--- src/rtl/bcd_tmr_pkg.sv ---
// Shared definitions for the BCD countdown timer: FSM encoding, the digit limit
// and the load-time nibble clamp.
package bcd_tmr_pkg;

    typedef enum logic [1:0] {
        ST_IDLE  = 2'd0,
        ST_RUN   = 2'd1,
        ST_PAUSE = 2'd2,
        ST_DONE  = 2'd3
    } state_t;

    localparam logic [3:0] BCD_MAX = 4'd9;

    function automatic logic [3:0] bcd_clamp(input logic [3:0] nibble);
        return (nibble > BCD_MAX) ? BCD_MAX : nibble;
    endfunction

endpackage

--- src/rtl/bcd_dn_digit.sv ---
// One BCD digit of the countdown chain: loads, or steps down by one when a borrow
// arrives, wrapping 0 -> 9 and passing the borrow upward.
module bcd_dn_digit (
    input  logic       clk,
    input  logic       rst,
    input  logic       ld_n,
    input  logic [3:0] d,
    input  logic       bin,
    output logic [3:0] q,
    output logic       bout
);
    import bcd_tmr_pkg::*;

    always_ff @(posedge clk) begin
        if (!rst) begin
            q <= 4'd0;
        end else if (!ld_n) begin
            q <= d;
        end else if (bin) begin
            q <= (q == 4'd0) ? BCD_MAX : q - 4'd1;
        end
    end

    assign bout = bin & (q == 4'd0);

endmodule

--- src/rtl/bcd_dn_timer.sv ---
// Loadable multi-digit BCD countdown timer with run/pause control, optional
// auto-reload on expiry and a one-cycle done pulse.
module bcd_dn_timer #(
    parameter int DIGITS      = 2,
    parameter bit AUTO_RELOAD = 1'b0
) (
    input  logic                clk,
    input  logic                rst,
    input  logic                en,
    input  logic                load,
    input  logic [4*DIGITS-1:0] data,
    input  logic                start,
    input  logic                stop,
    output logic [4*DIGITS-1:0] dout,
    output logic                zero,
    output logic                busy,
    output logic                done
);
    import bcd_tmr_pkg::*;

    localparam logic [4*DIGITS-1:0] COUNT_ONE = (4*DIGITS)'(1);

    state_t              state;
    state_t              state_nxt;
    logic [4*DIGITS-1:0] reload;
    logic [4*DIGITS-1:0] data_clamped;
    logic [4*DIGITS-1:0] ld_val;
    logic [DIGITS:0]     borrow;
    logic                reload_now;
    logic                ld_n;
    logic                expire;

    always_comb begin
        data_clamped = '0;
        for (int i = 0; i < DIGITS; i++) begin
            data_clamped[4*i +: 4] = bcd_clamp(data[4*i +: 4]);
        end
    end

    // DONE reuses the digit load path to restart from the reload value.
    assign reload_now = AUTO_RELOAD && (state == ST_DONE) && (reload != '0);
    assign ld_n       = load & ~reload_now;
    assign ld_val     = load ? reload : data_clamped;

    // Holding off at zero keeps the chain from ever wrapping below 00.
    assign borrow[0] = (state == ST_RUN) & en & ~stop & ~zero;

    for (genvar g = 0; g < DIGITS; g++) begin : g_digit
        bcd_dn_digit u_digit (
            .clk  (clk),
            .rst  (rst),
            .ld_n (ld_n),
            .d    (ld_val[4*g +: 4]),
            .bin  (borrow[g]),
            .q    (dout[4*g +: 4]),
            .bout (borrow[g+1])
        );
    end

    // A borrow out of the top digit would mean 00 was decremented; treat it as expiry.
    assign expire = en & ((dout == COUNT_ONE) | borrow[DIGITS]);

    always_ff @(posedge clk) begin
        if (!rst) begin
            state <= ST_IDLE;
        end else begin
            state <= state_nxt;
        end
    end

    always_ff @(posedge clk) begin
        if (!rst) begin
            reload <= '0;
        end else if (!load) begin
            reload <= data_clamped;
        end
    end

    always_comb begin
        state_nxt = state;
        if (!load) begin
            state_nxt = ST_IDLE;
        end else begin
            unique case (state)
                ST_IDLE: begin
                    if (start && !stop) begin
                        state_nxt = zero ? ST_DONE : ST_RUN;
                    end
                end
                ST_RUN: begin
                    if (stop) begin
                        state_nxt = ST_PAUSE;
                    end else if (expire) begin
                        state_nxt = ST_DONE;
                    end
                end
                ST_PAUSE: begin
                    if (start && !stop) begin
                        state_nxt = ST_RUN;
                    end
                end
                ST_DONE: begin
                    state_nxt = reload_now ? ST_RUN : ST_IDLE;
                end
                default: state_nxt = ST_IDLE;
            endcase
        end
    end

    always_comb begin
        busy = 1'b0;
        done = 1'b0;
        unique case (state)
            ST_RUN, ST_PAUSE: busy = 1'b1;
            ST_DONE:          done = 1'b1;
            default: ;
        endcase
    end

    assign zero = (dout == '0);

endmodule

--- config.mk ---
export PLATFORM = sky130hd
export DESIGN_NAME = bcd_dn_timer
export DESIGN_NICKNAME = d
export VERILOG_FILES = /design/src/rtl/bcd_tmr_pkg.sv /design/src/rtl/bcd_dn_digit.sv /design/src/rtl/bcd_dn_timer.sv
export SDC_FILE = /design/constraint.sdc
export NUM_CORES = 1
export LEC_CHECK = 0
export CORE_MARGIN = 2
export CORE_UTILIZATION = 46
export CTS_CLUSTER_DIAMETER = 150
export DETAILED_ROUTE_END_ITERATION = 8
export PLACE_DENSITY = 0.82
export SYNTH_ARGS = -nofsm -noshare
export SYNTH_HDL_FRONTEND = slang
export SYNTH_SLANG_ARGS = --single-unit
export TNS_END_PERCENT = 5
--- constraint.sdc ---
create_clock -name clk -period 4.4 [get_ports clk]
set_clock_uncertainty 0.2 [all_clocks]
set_input_delay 0.66 -clock clk [delete_from_list [all_inputs] [get_ports clk]]
set_output_delay 0.66 -clock clk [all_outputs]
set_load 0.02 [all_outputs]
Word-level counts from Yosys, hierarchy flattened
Index checks and enable logic that the tools add are counted.
W data, S select, Z words.
{"block": "word_totals", "register_bits": 10, "input_bits": 14, "output_inout_bits": 11, "word_cells": 50}
{"block": "classes", "add_sub_neg": 2, "magnitude_cmp": 2, "eq_ne": 9, "n_mux": 16, "n_bitwise": 9, "n_reduce_logical": 9}
{"op": "$mux W4", "count": 8}
{"op": "$mux W2", "count": 5}
{"op": "$eq A8 B1 Y1 const B", "count": 1}
{"op": "$gt A4 B4 Y1 const B", "count": 2}
{"op": "$logic_not A4 Y1", "count": 2}
{"op": "$logic_not A8 Y1", "count": 1}
{"op": "$pmux W2 S4", "count": 1}
{"op": "$sub A4 B1 Y4 const B", "count": 2}
{"op": "$and A1 B1 Y1", "count": 6}
{"op": "$eq A2 B2 Y1 const B", "count": 2}
{"op": "$ne A2 B1 Y1 const B", "count": 2}
{"op": "$ne A2 B2 Y1 const B", "count": 2}
{"op": "$ne A3 B3 Y1 const B", "count": 1}
{"op": "$reduce_and A3 Y1", "count": 1}
{"op": "$eq A2 B1 Y1 const B", "count": 1}
{"op": "$logic_not A2 Y1", "count": 1}
{"op": "$mux W1", "count": 2}
{"op": "$not A1 Y1", "count": 2}
{"op": "$reduce_and A2 Y1", "count": 1}
{"op": "$reduce_or A2 Y1", "count": 1}
{"op": "$logic_and A1 B1 Y1", "count": 1}
{"op": "$logic_not A1 Y1", "count": 1}
{"op": "$or A1 B1 Y1", "count": 1}

Longest topological paths before layout
{"block": "logic_depth", "depth_word": 11, "mapped_depth": 7, "mapped_depth_nobuf": 6}

By module
From an unflattened synthesis, not the netlist that was laid out.
{"block": "unflattened", "hier_cells": 106, "hier_area_um2": 979.7}
{"mod": "bcd_dn_timer", "instances": 1, "cells_each": 62, "area_per_inst_um2": 569.3, "seq_area_each_um2": 200.2}
{"mod": "bcd_dn_digit", "instances": 2, "cells_each": 22, "area_per_inst_um2": 205.2, "seq_area_each_um2": 80.1}

Worst setup path after synthesis
OpenSTA, ideal clock, no wires.
{"block": "synth_path", "path_type": "register -> output", "startpoint": "register g_digit[1].u_digit.q[0]", "endpoint": "output zero", "arrival_ns": 1.135, "required_ns": 3.540, "path_slack_ns": 2.405, "stages_incl_launch_ff": 4, "n_path_buf": 0, "path_cell_list": "dfxtp_1 nor4_4 nand2_1 nor2_1"}
{"block": "synth_via", "elab_chain_len": 1}
{"element": "start, declared", "line": "bcd_dn_digit.sv:9", "rtl": "output logic [3:0] q,"}
{"element": "start signal, assigned", "line": "bcd_dn_digit.sv:20", "rtl": "q <= (q == 4'd0) ? BCD_MAX : q - 4'd1;"}
{"element": "$logic_not A8 Y1", "line": "bcd_dn_timer.sv:120", "rtl": "assign zero = (dout == '0);"}
{"element": "end, declared", "line": "bcd_dn_timer.sv:15", "rtl": "output logic zero,"}
No other way between the ends.

Final worst setup path
Ends and elaborated chain as after synthesis.

==> flow_summary.json <==
{
  "status": "finished, final reports clean",
  "syn_avg_cell_area_um2": 8.602,
  "clockPowerShare_pct": 32.4,
  "worstPathArrival_ps": 1860,
  "wire_per_inst_um": 13.17,
  "n_antenna_cell": 0,
  "critPathKind": "reg2out",
  "port_buffers": 24,
  "nNetsFinal": 125,
  "post-route-drc-count": 0,
  "die_y_um": 42.68,
  "hold_class": "reg2reg",
  "p_switching_uw": 81.49,
  "cts_tree": "built",
  "drive_gt1_share_pct": 10.38,
  "clock_sinks": 10,
  "rsz0062_at_grt": "false",
  "synth-seq-cells": 10,
  "r2r_cells": 6,
  "setup_violations": 0,
  "place_congestion": 0.7592,
  "postSynth.asyncResetShare_pct": 0,
  "clk_pin_slew_ps": 80,
  "tns_ps": 0,
  "slew_viol_final": 0,
  "min_period_over_period_pct": 61.78,
  "grt_pass1_vias": 661,
  "std_cell_rows": 13,
  "rr_endpoint": "g_digit[1].u_digit.q[0]",
  "synth_area_um2": 688.2,
  "clockRootBuffer": "clkbuf_4",
  "first_pass_iters": 4,
  "ir_drop_uv": 165.0,
  "endpoint": "zero",
  "yosysSeqAreaShare_pct": 29.09,
  "dp_hpwl_mm": 1.212,
  "p_leak_uw": 0.0003382,
  "pwr_density_cell_nw_per_um2": 275.9,
  "htreeDepth": 1,
  "finalHoldViolations": 0,
  "vias_per_cell": 5.860,
  "ys_types": 36,
  "yosysWarningCount": 0,
  "io_pins": 25,
  "dieArea_um2": 1822,
  "antenna_found_initial": 0,
  "intPower_uw": 186.8,
  "fin_crit_ps": 2718,
  "synthCells": 80,
  "grt_util_all_layers_pct": 19.49,
  "critPathLaunch": "g_digit[1].u_digit.q[0]",
  "synth_ff_type": "dfxtp_1",
  "worstPathRequired_ps": 3540,
  "mostFrequentLayoutCell": "clkdlybuf4s50_1",
  "critical_path.endpoint_type": "output port",
  "initial_core_util_pct": 50.97,
  "cts_hold_buf": 0,
  "die_x_um": 42.68,
  "grt_pass1_wl_mm": 2.773,
  "clock_path_buffers": 2,
  "final_cell_mix": "clkdlybuf4s50_1, dfxtp_1, o21ai_0, a21oi_1, nand2_1",
  "via_count": 709,
  "worstPathMaxFanout": 5,
  "reg2reg_slack_ps": 2260,
  "cts.repair.resized": 0,
  "p_seq_share_pct": 39.5,
  "insertion_delay_ps": 270,
  "drv_cap": 0,
  "synth_edf_count": 0,
  "core_area_um2": 1350,
  "cts_buffers": 3,
  "postRouteAntennaNets": 0,
  "r2r_start": "state[1]",
  "post_dp_cell_area_um2": 935.9,
  "relSlewSlack_pct": 70.83,
  "gr-total-overflow": 0,
  "swShare_pct": 30.38,
  "fmax_mhz": 367.9,
  "cp-start-kind": "flop",
  "drtIter0Drc": 6,
  "cts_post_setup_buffers_inserted": 0,
  "min_delay_path_depth": 2,
  "design_area_um2": 972.2,
  "tightestPinTransition_ps": 435.1,
  "wl_mm": 1.593,
  "synth_nets": 98,
  "power_frac_comb_pct": 28.1,
  "area_growth_pct": 41.27,
  "grt_max_degree": 12
}
[cell usage after synthesis, types with 2 or more instances]
library cell | number | area share (%)
ha_1 | 4 | 7.3
o31ai_1 | 2 | 2.2
mux2i_1 | 2 | 2.9
a21oi_1 | 6 | 4.4
nand2_1 | 5 | 2.7
o21ai_1 | 3 | 2.2
dfxtp_1 | 10 | 29
o21ai_0 | 6 | 4.4
o21a_1 | 3 | 3.3
nor3_2 | 2 | 2.9
nor2_1 | 4 | 2.2
a31oi_1 | 2 | 1.8
inv_1 | 4 | 2.2
nor3_1 | 2 | 1.5
nor2b_1 | 4 | 3.6
[logic make-up (layout without fill, tap and decap cells)]
kind of cell | count (synthesis) | after routing | share of synthesized area [%]
compound gates | 28 | 28 | 26.36
fa+ha+maj | 4 | 4 | 7.273
buf+inv | 6 | 32 | 3.817
flops | 10 | 10 | 29.09
mux | 2 | 2 | 2.909
simple gates | 30 | 30 | 30.55
[sequential cells by signal, indices dropped and copies added (netlist names)]
register,flops
g_digit.u_digit.q,8
state,2
[stage by stage]
| step | cells | total power (uW) | util, % | setup slack [ps] | hold slack, ps |
|---|---|---|---|---|---|
| after floorplan | 80 | 149.7 | - | 2405 | 323.4 |
| after global placement | 117 | 182.1 | 69.32 | 1798 | 344.1 |
| after global routing | 121 | 279.2 | 72.01 | 1589 | 404.7 |
| after CTS | 121 | 268.2 | 72.01 | 1668 | 371.6 |
| after detailed placement | 117 | 182.9 | 69.32 | 1754 | 358.9 |
| final | 121 | 268.3 | 72.01 | 1682 | 367.9 |
[area by class of cell]
type	count	area [um^2]
Tap cell	15	18.77
Fill cell	110	377.9
Multi-Input combinational cell	64	461.7
Inverter	4	15.01
Clock buffer	4	36.28
Sequential cell	10	200.2
Timing Repair Buffer	24	240.2
[worst max-delay path: stages (launching register included)]
cell and delay, ps:
dfxtp_1 370, nor4_4 380, nand2_1 100, nor2_1 120
clkdlybuf4s50_1 610
[worst min-delay path by stage]
stage,start,to,slack [ps]
floorplan,state[0],state[0],320
finish,state[0],state[0],370
CTS,state[0],state[0],370
global route,state[0],state[0],400
detailed placement,state[0],state[0],360
global placement,g_digit[1].u_digit.q[3],g_digit[1].u_digit.q[3],340
[per-layer routing]
metal  global-route usage, %  wire (um)  vias to the layer above
met2                   32.12        735                       21
met1                   25.00        747                      334
li1                        -          -                      352
met5                       0          0                        -
met3                   4.681         89                        2
met4                   5.625         20                        0
[power by group through the flow]
| stage | registers (uW) | logic [uW] | clock network (uW) |
|---|---|---|---|
| floorplan | 112 | 37.7 | 0 |
| global placement | 108 | 74.3 | 0 |
| detailed placement | 108 | 74.8 | 0 |
| CTS | 106 | 75.6 | 86.6 |
| global route | 107 | 82.7 | 89.2 |
| finish | 106 | 75.4 | 86.8 |
(Power assumes the default switching activity.)
